**src/rtl/shift_count_sequencer.sv**
```systemverilog
// Control FSM for the shift/count datapath: detects a 4-bit start pattern in SEARCH,
// pulses shift_ena for SHIFT_CYCLES cycles, runs count_ena until done/timeout, then waits for ack.
module shift_count_sequencer #(
  parameter int unsigned SHIFT_CYCLES = 4,
  parameter logic [3:0]  PATTERN      = 4'b1101,
  parameter int unsigned TIMEOUT      = 4096
) (
  input  logic clk,
  input  logic reset,
  input  logic data,
  input  logic done_counting,
  input  logic ack,
  output logic shift_ena,
  output logic count_ena,
  output logic done,
  output logic err,
  output logic busy
);

  localparam int unsigned SW      = $clog2(SHIFT_CYCLES + 1);
  localparam int unsigned TW      = (TIMEOUT > 1) ? $clog2(TIMEOUT) : 1;
  localparam int unsigned TO_LAST_I = (TIMEOUT == 0) ? 0 : TIMEOUT - 1;
  localparam logic [SW-1:0] SHIFT_LAST = SW'(SHIFT_CYCLES - 1);
  localparam logic [TW-1:0] TO_LAST    = TW'(TO_LAST_I);

  typedef enum logic [2:0] {
    S_SEARCH,
    S_SHIFT,
    S_COUNT,
    S_DONE,
    S_ERR
  } state_e;

  state_e        state_q, state_d;
  logic [2:0]    hist_q, hist_d;
  logic [1:0]    fill_q, fill_d;
  logic [SW-1:0] shift_cnt_q, shift_cnt_d;
  logic [TW-1:0] to_cnt_q, to_cnt_d;
  logic          shift_ena_q, shift_ena_d;
  logic          count_ena_q, count_ena_d;
  logic          done_q, done_d;
  logic          err_q, err_d;
  logic          busy_q, busy_d;

  always_comb begin
    state_d     = state_q;
    hist_d      = '0;
    fill_d      = '0;
    shift_cnt_d = '0;
    to_cnt_d    = '0;
    unique case (state_q)
      S_SEARCH: begin
        // hist holds only the three previous bits; fill guarantees four SEARCH samples before a match
        hist_d = {hist_q[1:0], data};
        fill_d = (fill_q == 2'd3) ? fill_q : fill_q + 2'd1;
        if (fill_q == 2'd3 && {hist_q, data} == PATTERN) state_d = S_SHIFT;
      end
      S_SHIFT: begin
        if (shift_cnt_q == SHIFT_LAST) state_d = S_COUNT;
        else shift_cnt_d = shift_cnt_q + 1'b1;
      end
      S_COUNT: begin
        to_cnt_d = (to_cnt_q == '1) ? to_cnt_q : to_cnt_q + 1'b1;
        if (done_counting) state_d = S_DONE;
        else if (TIMEOUT != 0 && to_cnt_q == TO_LAST) state_d = S_ERR;
      end
      S_DONE, S_ERR: begin
        if (ack) state_d = S_SEARCH;
      end
      default: state_d = S_SEARCH;
    endcase

    shift_ena_d = (state_d == S_SHIFT);
    count_ena_d = (state_d == S_COUNT);
    done_d      = (state_d == S_DONE);
    err_d       = (state_d == S_ERR);
    busy_d      = (state_d == S_SHIFT) || (state_d == S_COUNT);
  end

  always_ff @(posedge clk) begin
    if (!reset) begin
      state_q     <= S_SEARCH;
      hist_q      <= '0;
      fill_q      <= '0;
      shift_cnt_q <= '0;
      to_cnt_q    <= '0;
      shift_ena_q <= 1'b0;
      count_ena_q <= 1'b0;
      done_q      <= 1'b0;
      err_q       <= 1'b0;
      busy_q      <= 1'b0;
    end else begin
      state_q     <= state_d;
      hist_q      <= hist_d;
      fill_q      <= fill_d;
      shift_cnt_q <= shift_cnt_d;
      to_cnt_q    <= to_cnt_d;
      shift_ena_q <= shift_ena_d;
      count_ena_q <= count_ena_d;
      done_q      <= done_d;
      err_q       <= err_d;
      busy_q      <= busy_d;
    end
  end

  assign shift_ena = shift_ena_q;
  assign count_ena = count_ena_q;
  assign done      = done_q;
  assign err       = err_q;
  assign busy      = busy_q;

endmodule

```
**config.mk**
```make
export PLATFORM = sky130hd
export DESIGN_NAME = shift_count_sequencer
export DESIGN_NICKNAME = d
export VERILOG_FILES = /design/src/rtl/shift_count_sequencer.sv
export SDC_FILE = /design/constraint.sdc
export NUM_CORES = 1
export LEC_CHECK = 0
export CAP_MARGIN = 10
export CORE_MARGIN = 5
export CORE_UTILIZATION = 63
export CTS_BUF_LIST = sky130_fd_sc_hd__clkbuf_8
export CTS_CLUSTER_DIAMETER = 200
export DETAILED_ROUTE_END_ITERATION = 6
export HOLD_SLACK_MARGIN = 0.1
export PLACE_DENSITY = 0.93
export SLEW_MARGIN = 20
export SYNTH_ARGS = -nofsm -noshare
export SYNTH_HDL_FRONTEND = slang
export SYNTH_SLANG_ARGS = --single-unit
```
**constraint.sdc**
```tcl
create_clock -name clk -period 3.6 [get_ports clk]
set_input_delay 1.08 -clock clk [delete_from_list [all_inputs] [get_ports clk]]
set_output_delay 1.08 -clock clk [all_outputs]
set_load 0.005 [all_outputs]
```
# Yosys cells after proc, flatten, opt, wreduce, memory -nomap -nowiden

Cells that the tools add are included.
W data, S select, Z words.

Add/sub/neg operators: 3
Equal/unequal tests: 12
Multiplexer cells: 6
Bitwise logic cells: 2
Reductions and logical operators: 7

Operators with widths:

| kind                    | count |
|---|---|
| $eq A3 B2 Y1 const B    | 5 |
| $mux W3                 | 5 |
| $add A12 B1 Y12 const B | 1 |
| $eq A12 B12 Y1 const B  | 1 |
| $pmux W3 S4             | 1 |
| $eq A3 B1 Y1 const B    | 2 |
| $eq A3 B3 Y1 const B    | 2 |
| $eq A4 B4 Y1 const B    | 1 |
| $reduce_and A2 Y1       | 2 |
| $add A3 B1 Y3 const B   | 1 |
| $logic_not A3 Y1        | 1 |
| $reduce_or A3 Y1        | 1 |
| $add A2 B1 Y2 const B   | 1 |
| $eq A2 B2 Y1 const B    | 1 |
| $not A1 Y1              | 2 |
| $reduce_or A2 Y1        | 1 |
| $logic_and A1 B1 Y1     | 1 |
| $logic_or A1 B1 Y1      | 1 |

Flip-flop bits (word level): 28
Output and inout bits: 5
Word-level logic and storage cells: 40

# Depth between registers and ports, before layout

Word-level depth: 6
Depth in mapped cells: 8
Depth with buffers taken out: 8

# Worst setup path before layout

Ideal clock, no wire load.

Path type: in2reg
Start point: in data
End point: reg shift_ena_q, in the netlist shift_ena
Library setup time: 0.059 ns
Data arrival time: 1.977 ns
Required time: 3.541 ns
Slack: 1.564 ns
Stages on the path: 6
Path through: nor4bb_1 -> a311oi_1 -> a311oi_1 -> nand2_1 -> inv_1 -> and2_1

Cells in the longest elaborated chain, start to end: 5

Ends and longest elaborated chain:

| what                 | line | source |
|---|---|---|
| start, declared      | 10   | `input logic data,` |
| $eq A4 B4 Y1         | 56   | `if (fill_q == 2'd3 && {hist_q, data} == PATTERN) state_d = S_SHIFT;` |
| $logic_and A1 B1 Y1  | 56   |  |
| $mux W3              | 56   |  |
| $pmux W3 S4          | 51   | `unique case (state_q)` |
| $eq A3 B1 Y1         | 73   | `shift_ena_d = (state_d == S_SHIFT);` |
| end signal, assigned | 98   | `shift_ena_q <= shift_ena_d;` |
| end, declared        | 39   | `logic shift_ena_q, shift_ena_d;` |

No other way between the ends.
A chain may end at the register's enable or synchronous reset.

# Worst setup path after layout

Ends and elaborated chain as after synthesis.

==> results.json <==
{
  "netlist_area_sq_um": 1160,
  "min_path_type": "flip-flop to flip-flop",
  "end_kind": "flip-flop",
  "grt_setup_unrepaired": "false",
  "rows": 15,
  "ir_worst_vdd_mv": 0.305,
  "die-area_sq_um": 2790,
  "worstSetupStartpointType": "primary input",
  "final_area_sq_um": 1330,
  "preCtsSetupSlack_ns": 0.880,
  "antenna_found_initial": 0,
  "rrSetupSlack_ns": 1.81,
  "cts_tree": "built",
  "post-dp-hpwl_um": 1600,
  "initial_core_util_pct": 67.0,
  "critPathCapture": "shift_ena$_SDFF_PN0_",
  "reg2reg_depth": 7,
  "numCtsBuffers": 3,
  "dpl_cell_area_sq_um": 1260,
  "layout_setup_ws_ns": 1.06,
  "vias": 901,
  "ios": 10,
  "skew_ns": 0.00617,
  "cts.path.max_buffers": 2,
  "seq_area_frac_synth_pct": 48.5,
  "drv_slew": 0,
  "drive_above_1_share_pct": 7.58,
  "synth_compound_area_share_pct": 8.23,
  "htree_levels": 1,
  "synthMuxAreaShare_pct": 2.60,
  "vias_per_cell": 5.74,
  "netlist_instances": 121,
  "finalNonFillerCells": 157,
  "post_cts_resized": 0,
  "setup_tns_ns": 0,
  "nets": 142,
  "avgSynthCellArea_sq_um": 9.55,
  "outcome": "completed",
  "die_h_um": 52.8,
  "drv_cap": 0,
  "tightest_slew_ns": 0.592,
  "crit_fanout": 3,
  "cts-root-buf": "clkbuf_8",
  "cts_hold_buffers": 0,
  "final_util_pct": 77.2,
  "synthSimpleGateAreaFrac_pct": 27.4,
  "portBuffers": 9,
  "critPathKind": "primary input to flip-flop",
  "synth_xor_area_share_pct": 6.06,
  "clock-sinks": 28,
  "synthToLayoutAreaGrowth_pct": 15.4,
  "clk_latency_ns": 0.27,
  "grt_pass1_vias": 943,
  "p_per_area_nw_per_um2": 444,
  "drt-total-wl_um": 2290,
  "grt_overflow": 0,
  "coreArea_sq_um": 1730,
  "grt_usage_pct": 19.6,
  "ys_ff_latch": 28,
  "clock.fmax_mhz": 393,
  "crit_start": "data",
  "antenna_left": 0,
  "dpl.cell_count": 153,
  "die_x_um": 52.8,
  "gp_congestion": 0.794,
  "antenna_cells": 0,
  "drc": 0,
  "dr.pass1.iters": 4,
  "grt_start_max_net_pins": 17,
  "drt_iter0_markers": 25,
  "clkTransAtPathRegs_ns": 0.09,
  "p_leak_nw": 0.521,
  "yosysUniqueCellTypes": 33,
  "relSlewSlack_pct": 60.4,
  "synth_nets": 130,
  "synth_top_family_by_area": "simple AND/OR/NAND/NOR gates",
  "final-setup-viol-count": 0,
  "cts_setup_buffers": 0,
  "critical_path_arrival_ns": 2.76,
  "yosys.area_share.adder_pct": 4.33,
  "drt-wirelength-per-cell_um": 14.6,
  "regToRegEndpoint": "shift_ena$_SDFF_PN0_",
  "worst_r2r_startpoint": "fill_q[0]$_SDFFE_PN0N_",
  "yosys_warnings": 0,
  "final-hold-violation-count": 0,
  "grt_pass1_wl_um": 4070,
  "required_ns": 3.81,
  "period_needed_ns": 2.54,
  "period_share_pct": 70.6
}
area by class of cell:
type | instances | area [sq um]
clock buffer | 3 | 41.3
clock inverter | 1 | 30.0
fill | 115 | 393
inverter | 5 | 18.8
multi-input combinational | 86 | 562
sequential | 28 | 561
tap | 25 | 31.3
timing repair buffer | 9 | 90.1
placed cells by master, fill, tap and decap left out, types with 4 or more instances in the layout:
cell / count
inv_1: 5
nand4_1: 4
xor2_1: 6
and2_1: 4
clkdlybuf4s50_1: 9
nand2_1: 7
nand3_1: 5
ha_1: 4
nor2_1: 20
dfxtp_1: 28
and3_1: 4
cell usage after synthesis, drive strengths merged:
| cell | number | share of area (%) |
|---|---|---|
| dfxtp | 28 | 48 |
| nor2 | 20 | 6.5 |
| nand2 | 7 | 2.3 |
| xor2 | 6 | 4.5 |
| inv | 5 | 1.6 |
| nand3 | 5 | 2.2 |
| nand4 | 5 | 3.2 |
| a21oi | 4 | 2.1 |
| and2 | 4 | 2.2 |
| and3 | 4 | 2.2 |
| ha | 4 | 4.3 |
| mux2i | 3 | 2.6 |
| nand2b | 3 | 1.6 |
| a311oi | 2 | 1.5 |
| nor2b | 2 | 1.1 |
| nor3 | 2 | 0.87 |
| o21ai | 2 | 0.87 |
| or3 | 2 | 1.5 |
| xnor2 | 2 | 1.5 |
| a21bo | 1 | 0.87 |
| and3b | 1 | 0.76 |
| and4 | 1 | 0.87 |
| buf | 1 | 0.97 |
| clkbuf | 1 | 0.32 |
| nand3b | 1 | 0.65 |
| nor3b | 1 | 0.65 |
| nor4bb | 1 | 0.87 |
| o2111a | 1 | 0.97 |
| o22ai | 1 | 0.54 |
| o32ai | 1 | 1.4 |
logic make-up after synthesis:
| kind of cell | count (synthesis) |
|---|---|
| AOI/OAI and AO/OA | 12 |
| and+or+nand+nor | 59 |
| adders and majority gates | 4 |
| buffers and inverters | 7 |
| xor gates and xnor gates | 8 |
| muxes | 3 |
| DFF | 28 |
power breakdown:
group / switching [mW] / internal (mW) / total (mW)
clock: 0.0960 / 0.149 / 0.245
sequential: 0.00469 / 0.317 / 0.321
combinational: 0.0119 / 0.0140 / 0.0259
metal layers:
| metal | routed length (um) | part of all wire (%) | track usage [%] | up-vias |
|---|---|---|---|---|
| met5 | 0 | 0 | 0 | - |
| met1 | 1020 | 45 | 24.2 | 432 |
| met3 | 80 | 3.5 | 2.85 | 6 |
| met2 | 1160 | 51 | 34.1 | 22 |
| met4 | 20 | 0.88 | 7.23 | 0 |
| li1 | - | - | - | 441 |
flip-flops by register name (all words and copies together) (netlist names):
register / count
fill_q: 2
count_ena: 1
shift_ena: 1
shift_cnt_q: 3
busy: 1
err: 1
state_q: 3
done: 1
to_cnt_q: 12
hist_q: 3
worst max-delay path: stages:
cell and delay [ns]:
clkdlybuf4s50_1 0.49, nor4bb_1 0.37, a311oi_1 0.16, a311oi_1 0.31
nand2_1 0.13, inv_1 0.08, and2_1 0.13
through the flow:
step | total power, mW | hold WS (ns)
final | 0.592 | 0.454
after floorplan | 0.343 | 0.399
after global routing | 0.615 | 0.456
after detailed placement | 0.354 | 0.435
after CTS | 0.593 | 0.448
after global placement | 0.350 | 0.407
worst min path at each step:
stage / end / cells past startpoint / from
after global placement: shift_cnt_q[0]$_SDFF_PP0_ / 1 / shift_cnt_q[0]$_SDFF_PP0_
after floorplan: shift_cnt_q[0]$_SDFF_PP0_ / 1 / shift_cnt_q[0]$_SDFF_PP0_
after CTS: shift_cnt_q[0]$_SDFF_PP0_ / 1 / shift_cnt_q[0]$_SDFF_PP0_
final: shift_cnt_q[0]$_SDFF_PP0_ / 1 / shift_cnt_q[0]$_SDFF_PP0_
after detailed placement: shift_cnt_q[0]$_SDFF_PP0_ / 1 / shift_cnt_q[0]$_SDFF_PP0_
after global routing: shift_cnt_q[0]$_SDFF_PP0_ / 1 / shift_cnt_q[0]$_SDFF_PP0_
Power figures use the tool's default switching activity.
